### src/rtl/bin2bcd_seq_if.sv
// Handshake and result bundle between a client and the sequential binary-to-BCD converter.
interface bin2bcd_seq_if #(
    parameter int BIN_W      = 10,
    parameter int NUM_DIGITS = 3
);
    logic                    start;
    logic [BIN_W-1:0]        bin;
    logic                    busy;
    logic                    done;
    logic [4*NUM_DIGITS-1:0] bcd;
    logic                    overflow;

    modport master (output start, bin, input busy, done, bcd, overflow);
    modport slave  (input start, bin, output busy, done, bcd, overflow);
endinterface

### src/rtl/bin2bcd_seq.sv
// Sequential double-dabble binary-to-BCD converter, one input bit per clock; the
// output register only changes on completion so a display never sees partial digits.
module bin2bcd_seq #(
    parameter int BIN_W      = 10,
    parameter int NUM_DIGITS = 3
) (
    input  logic             clk,
    input  logic             rst_n,
    bin2bcd_seq_if.slave     bus
);
    localparam int S_W   = 4 * NUM_DIGITS;
    localparam int CNT_W = $clog2(BIN_W + 1);
    // Comparison width covers both the input and 10**NUM_DIGITS (< 16**NUM_DIGITS).
    localparam int CMP_W = ((BIN_W > S_W) ? BIN_W : S_W) + 1;

    localparam logic [1:0] ST_IDLE  = 2'd0;
    localparam logic [1:0] ST_SHIFT = 2'd1;
    localparam logic [1:0] ST_DONE  = 2'd2;

    function automatic logic [CMP_W-1:0] pow10(input int n);
        logic [CMP_W-1:0] r;
        r = CMP_W'(1);
        for (int i = 0; i < n; i++) r = (r << 3) + (r << 1);
        return r;
    endfunction

    function automatic logic [S_W-1:0] add3(input logic [S_W-1:0] d);
        logic [S_W-1:0] r;
        r = d;
        for (int k = 0; k < NUM_DIGITS; k++)
            if (d[4*k +: 4] >= 4'd5) r[4*k +: 4] = d[4*k +: 4] + 4'd3;
        return r;
    endfunction

    localparam logic [CMP_W-1:0] LIMIT = pow10(NUM_DIGITS);
    localparam logic [CNT_W-1:0] LAST  = CNT_W'(BIN_W - 1);

    logic [1:0]       state;
    logic [BIN_W-1:0] sh;
    logic [S_W-1:0]   scr;
    logic [CNT_W-1:0] cnt;
    logic             ovf_pend;
    logic [S_W-1:0]   bcd_q;
    logic             ovf_q;

    logic [S_W-1:0]   scr_adj;
    logic [S_W-1:0]   scr_nxt;
    logic [CMP_W-1:0] bin_ext;

    assign scr_adj = add3(scr);
    // Top bit of the corrected scratch falls off; overflow is tracked separately.
    assign scr_nxt = {scr_adj[S_W-2:0], sh[BIN_W-1]};
    assign bin_ext = CMP_W'(bus.bin);

    always_ff @(posedge clk or negedge rst_n) begin
        if (!rst_n) begin
            state    <= ST_IDLE;
            sh       <= '0;
            scr      <= '0;
            cnt      <= '0;
            ovf_pend <= 1'b0;
            bcd_q    <= '0;
            ovf_q    <= 1'b0;
        end else begin
            case (state)
                ST_IDLE, ST_DONE: begin
                    if (bus.start) begin
                        sh       <= bus.bin;
                        scr      <= '0;
                        cnt      <= '0;
                        ovf_pend <= (bin_ext >= LIMIT);
                        state    <= ST_SHIFT;
                    end else begin
                        state    <= ST_IDLE;
                    end
                end
                ST_SHIFT: begin
                    scr <= scr_nxt;
                    sh  <= sh << 1;
                    cnt <= cnt + 1'b1;
                    if (cnt == LAST) begin
                        bcd_q <= ovf_pend ? {NUM_DIGITS{4'h9}} : scr_nxt;
                        ovf_q <= ovf_pend;
                        state <= ST_DONE;
                    end
                end
                default: state <= ST_IDLE;
            endcase
        end
    end

    assign bus.busy     = (state == ST_SHIFT);
    assign bus.done     = (state == ST_DONE);
    assign bus.bcd      = bcd_q;
    assign bus.overflow = ovf_q;
endmodule
### src/flat_wrapper.sv
// flat-port wrapper written by rule: the top's interface ports become plain ports
module bin2bcd_seq_flat 
#(
    parameter int BIN_W      = 10,
    parameter int NUM_DIGITS = 3
)
  (clk, rst_n, bus_start, bus_bin, bus_busy, bus_done, bus_bcd, bus_overflow);
  bin2bcd_seq_if #(.BIN_W(BIN_W), .NUM_DIGITS(NUM_DIGITS)) bus_i ();
  input  logic clk;
  input  logic rst_n;
  input wire logic [$bits(bus_i.start)-1:0] bus_start;
  input wire logic [$bits(bus_i.bin)-1:0] bus_bin;
  output wire logic [$bits(bus_i.busy)-1:0] bus_busy;
  output wire logic [$bits(bus_i.done)-1:0] bus_done;
  output wire logic [$bits(bus_i.bcd)-1:0] bus_bcd;
  output wire logic [$bits(bus_i.overflow)-1:0] bus_overflow;
  assign bus_i.start = bus_start;
  assign bus_i.bin = bus_bin;
  assign bus_busy = bus_i.busy;
  assign bus_done = bus_i.done;
  assign bus_bcd = bus_i.bcd;
  assign bus_overflow = bus_i.overflow;
  bin2bcd_seq #(.BIN_W(BIN_W), .NUM_DIGITS(NUM_DIGITS)) u_core (.clk(clk), .rst_n(rst_n), .bus(bus_i));
endmodule
### config.mk
export PLATFORM = sky130hd
export DESIGN_NAME = bin2bcd_seq_flat
export DESIGN_NICKNAME = d
export VERILOG_FILES = /design/src/rtl/bin2bcd_seq_if.sv /design/src/rtl/bin2bcd_seq.sv /design/src/flat_wrapper.sv
export SDC_FILE = /design/constraint.sdc
export NUM_CORES = 1
export LEC_CHECK = 0
export BUFFER_PORTS_ARGS = -buffer_cell sky130_fd_sc_hd__buf_2
export CAP_MARGIN = 20
export CORE_AREA = 2 2 74 76
export CTS_BUF_LIST = sky130_fd_sc_hd__clkbuf_2
export DETAILED_ROUTE_END_ITERATION = 8
export DIE_AREA = 0 0 76 78
export PLACE_DENSITY = 0.55
export SYNTH_ARGS = -nofsm -noshare
export SYNTH_HDL_FRONTEND = slang
export SYNTH_SLANG_ARGS = --single-unit
### constraint.sdc
create_clock -name clk -period 3.1 [get_ports clk]
set_input_delay 0.155 -clock clk [delete_from_list [all_inputs] [get_ports clk]]
set_output_delay 0.155 -clock clk [all_outputs]
set_load 0.005 [all_outputs]
After elaboration in Yosys (flattened, before gate mapping)
Index checks and enable logic that the tools add are counted.

Flip-flop bits (word level): 42. Input port bits: 13.

Add/subtract/negate cells: 4. Magnitude comparators: 4. Equality and inequality tests: 5. Mux-type cells: 13. Reduce and logical (&&, ||, !) cells: 6.

Operators with widths (number): two-way mux 12 bit (2); one-hot mux 12 bit (2 select lines) (1); one-hot mux 10 bit (2 select lines) (1); >= comparator 4 x 3 -> 1 bit, second input constant (3); two-way mux 4 bit (3); >= comparator 10 bit, second input constant (1); two-way mux 10 bit (1); adder 4 x 2 -> 4 bit, second input constant (2); one-hot mux 4 bit (2 select lines) (1); AND reduction 2 bit (3); adder 4 x 1 -> 4 bit, second input constant (1); equality test 4 bit, second input constant (1); one-hot mux 2 bit (2 select lines) (1); adder 3 x 2 -> 3 bit, second input constant (1); two-way mux 3 bit (1); equality test 2 x 1 -> 1 bit, second input constant (1); equality test 2 bit, second input constant (1); logical NOT 2 bit (1); two-way mux 2 bit (1); inequality test 2 x 1 -> 1 bit, second input constant (1); inequality test 2 bit, second input constant (1); nonzero test 2 bit (1); OR reduction 2 bit (1); two-way mux 1 bit (1).

Depth between registers and ports, before layout
Word-level depth: 4. Mapped depth: 7.

Least setup slack after synthesis
Ideal clock, no wire load.

Kind: register to register. Start: register u_core.scr[8]. End: register u_core.bcd_q[10] (netlist: u_core.bus.bcd[10]). Arrival time: 1381 ps. Required time: 3033 ps. Slack: 1653 ps. Cell stages (with the launch flop): 7. Period minus slack after synthesis: 1447 ps. Path through: dfrtp_1 > inv_1 > ha_1 > nand2b_1 > a21oi_1 > mux2i_1 > a22o_1.

Word-level cells in the longest chain between the ends: 3. Elaborated cells between the ends (all ways): 4.

RTL lines: start: declaration (line bin2bcd_seq.sv:40) `logic [S_W-1:0] scr;`; start signal: assignment (line bin2bcd_seq.sv:78) `scr <= scr_nxt;`; >= comparator 4 x 3 -> 1 bit or adder 3 x 2 -> 3 bit (tied branches) (line bin2bcd_seq.sv:31) `if (d[4*k +: 4] >= 4'd5) r[4*k +: 4] = d[4*k +: 4] + 4'd3;`; two-way mux 3 bit * (line bin2bcd_seq.sv:31); two-way mux 12 bit * (line bin2bcd_seq.sv:82) `bcd_q <= ovf_pend ? {NUM_DIGITS{4'h9}} : scr_nxt;`; end signal: assignment (line bin2bcd_seq.sv:82); end: declaration (line bin2bcd_seq.sv:43) `logic [S_W-1:0] bcd_q;`.

Every way passes the cells marked *; elsewhere a longest branch is shown, timed or not. A chain may end at the register's enable or synchronous reset.

Worst setup path in the final report
Start: register u_core.state[0]. End: register u_core.scr[11].

Word-level cells in the longest chain between the ends: 4. Elaborated cells between the ends (all ways): 8.

RTL lines: start: declaration (line bin2bcd_seq.sv:38) `logic [1:0] state;`; start signal: assignment (line bin2bcd_seq.sv:57) `state <= ST_IDLE;`; start signal: assignment (line bin2bcd_seq.sv:72) `state <= ST_SHIFT;`; start signal: assignment (line bin2bcd_seq.sv:74) `state <= ST_IDLE;`; equality test 2 bit or logical NOT 2 bit (tied branches) (line bin2bcd_seq.sv:65) `case (state)`; OR reduction 2 bit (line bin2bcd_seq.sv:65); inequality test 2 bit (no source line) or nonzero test 2 bit (tied branches); AND reduction 2 bit (no source line).

Parallel ways exist; a longest one is shown, timed or not.

==> results_dict.tcl <==
set metrics [dict create \
    syn-cell-area_sq_um 1960 \
    r2r-start "u_core.state[0]" \
    final_min_period_over_clock_period_pct 59.2 \
    critPathCaptureType "register" \
    timing.slew.headroom_pct 38.9 \
    route.detailed.wl_per_inst_um 13.7 \
    final-setup-viol-count 0 \
    timing.setup.critical_path_class "register to register" \
    ys_types 29 \
    grt_antenna_before_repair 0 \
    capture_endpoint_of_the_worst_hold_path "u_core.state[0]" \
    synthesis.nets 207 \
    route.met2.wl_um 1890 \
    preCtsSetupSlack_ns 1.27 \
    finalWorstSetupSlack_ns 1.26 \
    drt_iter0_markers 78 \
    hold_path_startpoint "bus_start" \
    final.min_clock_period_ns 1.84 \
    core.rowCount 26 \
    drt-vias-per-instance 5.00 \
    hpwl_um 2760 \
    cts-buffers-inserted 5 \
    timing_hold_violations_final 0 \
    ys_seq_elements 42 \
    non_filler_instances 296 \
    wl_met1_um 1950 \
    fp.dieW_um 76 \
    ys_warn_count 0 \
    critical_path.max_stage_delay_ns 0.52 \
    powerDensity_nw_per_um2 946 \
    firstDrtPassIters 4 \
    fmax_mhz 545 \
    worstSetupStartpointType "register" \
    required_ns 3.43 \
    unrepaired_setup_endpoints_after_global_routing "false" \
    worst_hold_path.num_cells 3 \
    clock_tree.buffer_depth 2 \
    via_count_of_the_first_global_routing_pass 1433 \
    n_fill_cell 482 \
    seq_area_frac_synth_pct 53.5 \
    worst_path_max_delay_cell "sky130_fd_sc_hd__nor2_4" \
    worst_reg2reg_endpoint "u_core.scr[11]" \
    critPathTopFamily "simple AND/OR/NAND/NOR gates" \
    ff2ff_path_depth 5 \
    top_level_ports 28 \
    route.final.wire_length_um 4050 \
    top_layer_used "met4" \
    clkSlewWorstSetupHoldPaths_ns 0.20 \
    leakage_power_nw 1.10 \
    crit_chain "nand2b_1 > clkinv_4 > nor2_4 > o21ai_0 > nand2_1" \
    critPathBufInv 1 \
    count_of_cells_resized_by_post_cts_repair 0 \
    remaining_global_route_overflow 0 \
    cells_after_synthesis 186 \
    sum_neg_setup_slack_ns 0 \
    maxCapViolations 0 \
    diodes 0 \
    numPlacedInstances 277 \
    layout-drive-gt1-share_pct 17.7 \
    global_route.usage.total_pct 15.0 \
    io_buffer_count 27 \
    area_delta_synth_final_pct 17.0 \
    ctsRootBufferMaster "sky130_fd_sc_hd__clkbuf_2" \
    cts_tree "built" \
    hold_crit_path_type "input pin to register" \
    drtAntennaViolNets 0 \
    finish.net_count 246 \
    dr_wl_met3_um 184 \
    clock_skew_ns 0.0197 \
    grt_pass1_wl_um 7100 \
    reg2reg_setup_slack_ns 1.26 \
    syn-mean-instance-area_sq_um 10.6 \
    worstMarginPinSlew_ns 0.917 \
    critical_path_arrival_ns 2.17 \
    grt_start_max_net_pins 43 \
    outcome "completed" \
    timing.critical_path.from "u_core.state[0]" \
    ir_worst_vdd_mv 0.398 \
    gp_routability_congestion 0.737 \
    clock_tree.htree_level_count 2 \
    report.final.slew_viol_count 0 \
    starting_density_of_the_core_pct 39.0 \
    post-route-drc-count 0 \
    worst_skew_pair.late_latency_ns 0.38 \
    floorplan_die_area_sq_um 5930 \
    highest_net_fanout_along_the_worst_path 24 \
    clock-sinks 42 \
    vias 1480 \
    fp.dieH_um 78 \
    core_area_sq_um 5040 \
]
==> worst max-delay path by stage <==
| stage | endpoint | depth (start not counted) |
|---|---|---|
| after floorplan | u_core.bus.bcd[10] | 6 |
| after global placement | u_core.bus.bcd[8] | 6 |
| after detailed placement | u_core.bus.bcd[4] | 6 |
| after CTS | u_core.scr[11] | 5 |
| after global routing | u_core.scr[11] | 5 |
| final | u_core.scr[11] | 5 |
==> placed cells by master, fill, tap and decap left out, types with 2 or more instances in the layout <==
master,n
sky130_fd_sc_hd__nand4_1,2
sky130_fd_sc_hd__buf_2,27
sky130_fd_sc_hd__nor2_1,9
sky130_fd_sc_hd__inv_1,7
sky130_fd_sc_hd__mux2i_1,3
sky130_fd_sc_hd__a21oi_1,7
sky130_fd_sc_hd__dfrtp_1,42
sky130_fd_sc_hd__o21ai_0,14
sky130_fd_sc_hd__clkinv_1,2
sky130_fd_sc_hd__nor2b_1,2
sky130_fd_sc_hd__ha_1,8
sky130_fd_sc_hd__nand2b_1,5
sky130_fd_sc_hd__dlygate4sd3_1,11
sky130_fd_sc_hd__nand3_1,5
sky130_fd_sc_hd__clkbuf_2,6
sky130_fd_sc_hd__nor3b_1,5
sky130_fd_sc_hd__xnor2_1,3
sky130_fd_sc_hd__a22o_1,14
sky130_fd_sc_hd__nand2_1,32
sky130_fd_sc_hd__nor3_1,3
sky130_fd_sc_hd__a22oi_1,9
==> metrics by stage <==
stage	power (W)	hold slack [ns]	util, %	instance area, sq um
floorplan	0.00168	-0.141	-	1960
global placement	0.00195	0.356	42.6	2150
detailed placement	0.00196	0.351	42.6	2150
CTS	0.00220	0.128	45.6	2300
global route	0.00240	0.150	45.6	2300
finish	0.00217	0.147	45.6	2300
==> routing by layer <==
| layer | track usage [%] | up-vias |
|---|---|---|
| li1 | - | 734 |
| met1 | 21.3 | 709 |
| met2 | 23.6 | 35 |
| met3 | 2.91 | 2 |
| met4 | 4.36 | 0 |
| met5 | 0 | - |
==> synthesized netlist by cell type <==
cell type                    n  area share (%)
sky130_fd_sc_hd__a2111oi_0   1            0.45
sky130_fd_sc_hd__a2111oi_2   1            0.76
sky130_fd_sc_hd__a2111oi_4   1             1.4
sky130_fd_sc_hd__a21oi_1     7             1.8
sky130_fd_sc_hd__a22o_1     14             6.2
sky130_fd_sc_hd__a22oi_1     9             3.4
sky130_fd_sc_hd__and3b_1     1            0.45
sky130_fd_sc_hd__buf_2       3            0.76
sky130_fd_sc_hd__buf_6       2             1.1
sky130_fd_sc_hd__clkbuf_1    2            0.38
sky130_fd_sc_hd__clkinv_1    1            0.19
sky130_fd_sc_hd__clkinv_4    1            0.45
sky130_fd_sc_hd__dfrtp_1    42              54
sky130_fd_sc_hd__ha_1        8             5.1
sky130_fd_sc_hd__inv_1       7             1.3
sky130_fd_sc_hd__mux2i_1     3             1.5
sky130_fd_sc_hd__nand2_1    32             6.1
sky130_fd_sc_hd__nand2_4     1            0.57
sky130_fd_sc_hd__nand2b_1    5             1.6
sky130_fd_sc_hd__nand3_1     5             1.3
sky130_fd_sc_hd__nand4_1     2            0.64
sky130_fd_sc_hd__nor2_1      9             1.7
sky130_fd_sc_hd__nor2_4      1            0.57
sky130_fd_sc_hd__nor2b_1     2            0.64
sky130_fd_sc_hd__nor3_1      3            0.76
sky130_fd_sc_hd__nor3b_1     5             1.9
sky130_fd_sc_hd__o21ai_0    14             3.6
sky130_fd_sc_hd__o31ai_1     1            0.38
sky130_fd_sc_hd__xnor2_1     3             1.3
==> final cells by class <==
type	count	area (sq um)	share of cell area (%)
multi-input cells	128	830	36.1
inverters	9	38.8	1.69
clock inverters	2	8.76	0.381
clock buffers	6	30.0	1.31
well taps	70	87.6	3.81
flip-flops and latches	42	1050	45.7
repair buffers	39	253	11.0
==> registers in the layout, summed over array words and instances, names as in the netlist <==
name,flops
u_core.ovf_pend,1
u_core.cnt,4
u_core.bus.overflow,1
u_core.bus.bcd,12
u_core.scr,12
u_core.state,2
u_core.sh,10
==> kinds of logic after synthesis <==
logic type	Yosys count	share of synthesized area [%]
AND/OR/NAND/NOR	66	16.2
flip-flops	42	53.5
buffers and inverters	16	4.27
AO/OA/AOI/OAI	48	18.0
adder cells (fa/ha/maj)	8	5.10
multiplexers	3	1.53
XOR/XNOR	3	1.34
==> worst register-to-register path, delay by kind of cell (launching register included) <==
kind,cells,cell delay (ns)
AO/OA/AOI/OAI,1,0.19
AND/OR/NAND/NOR,3,0.91
buffers and inverters,1,0.27
flip-flops,1,0.44
==> report_power, final <==
part	switching, W	total [W]	internal (W)
logic	0.000534	0.000968	0.000434
clock network	0.000170	0.000225	0.0000557
registers	0.000192	0.000981	0.000790
==> timing repair <==
item | CTS | global route
hold buffers | 11 | 0
endpoints found under the hold margin | 52 | 0
endpoints found under the setup margin | 0 | 0
setup buffers | 0 | 0
No activity file was read; power rests on OpenSTA's default activity.
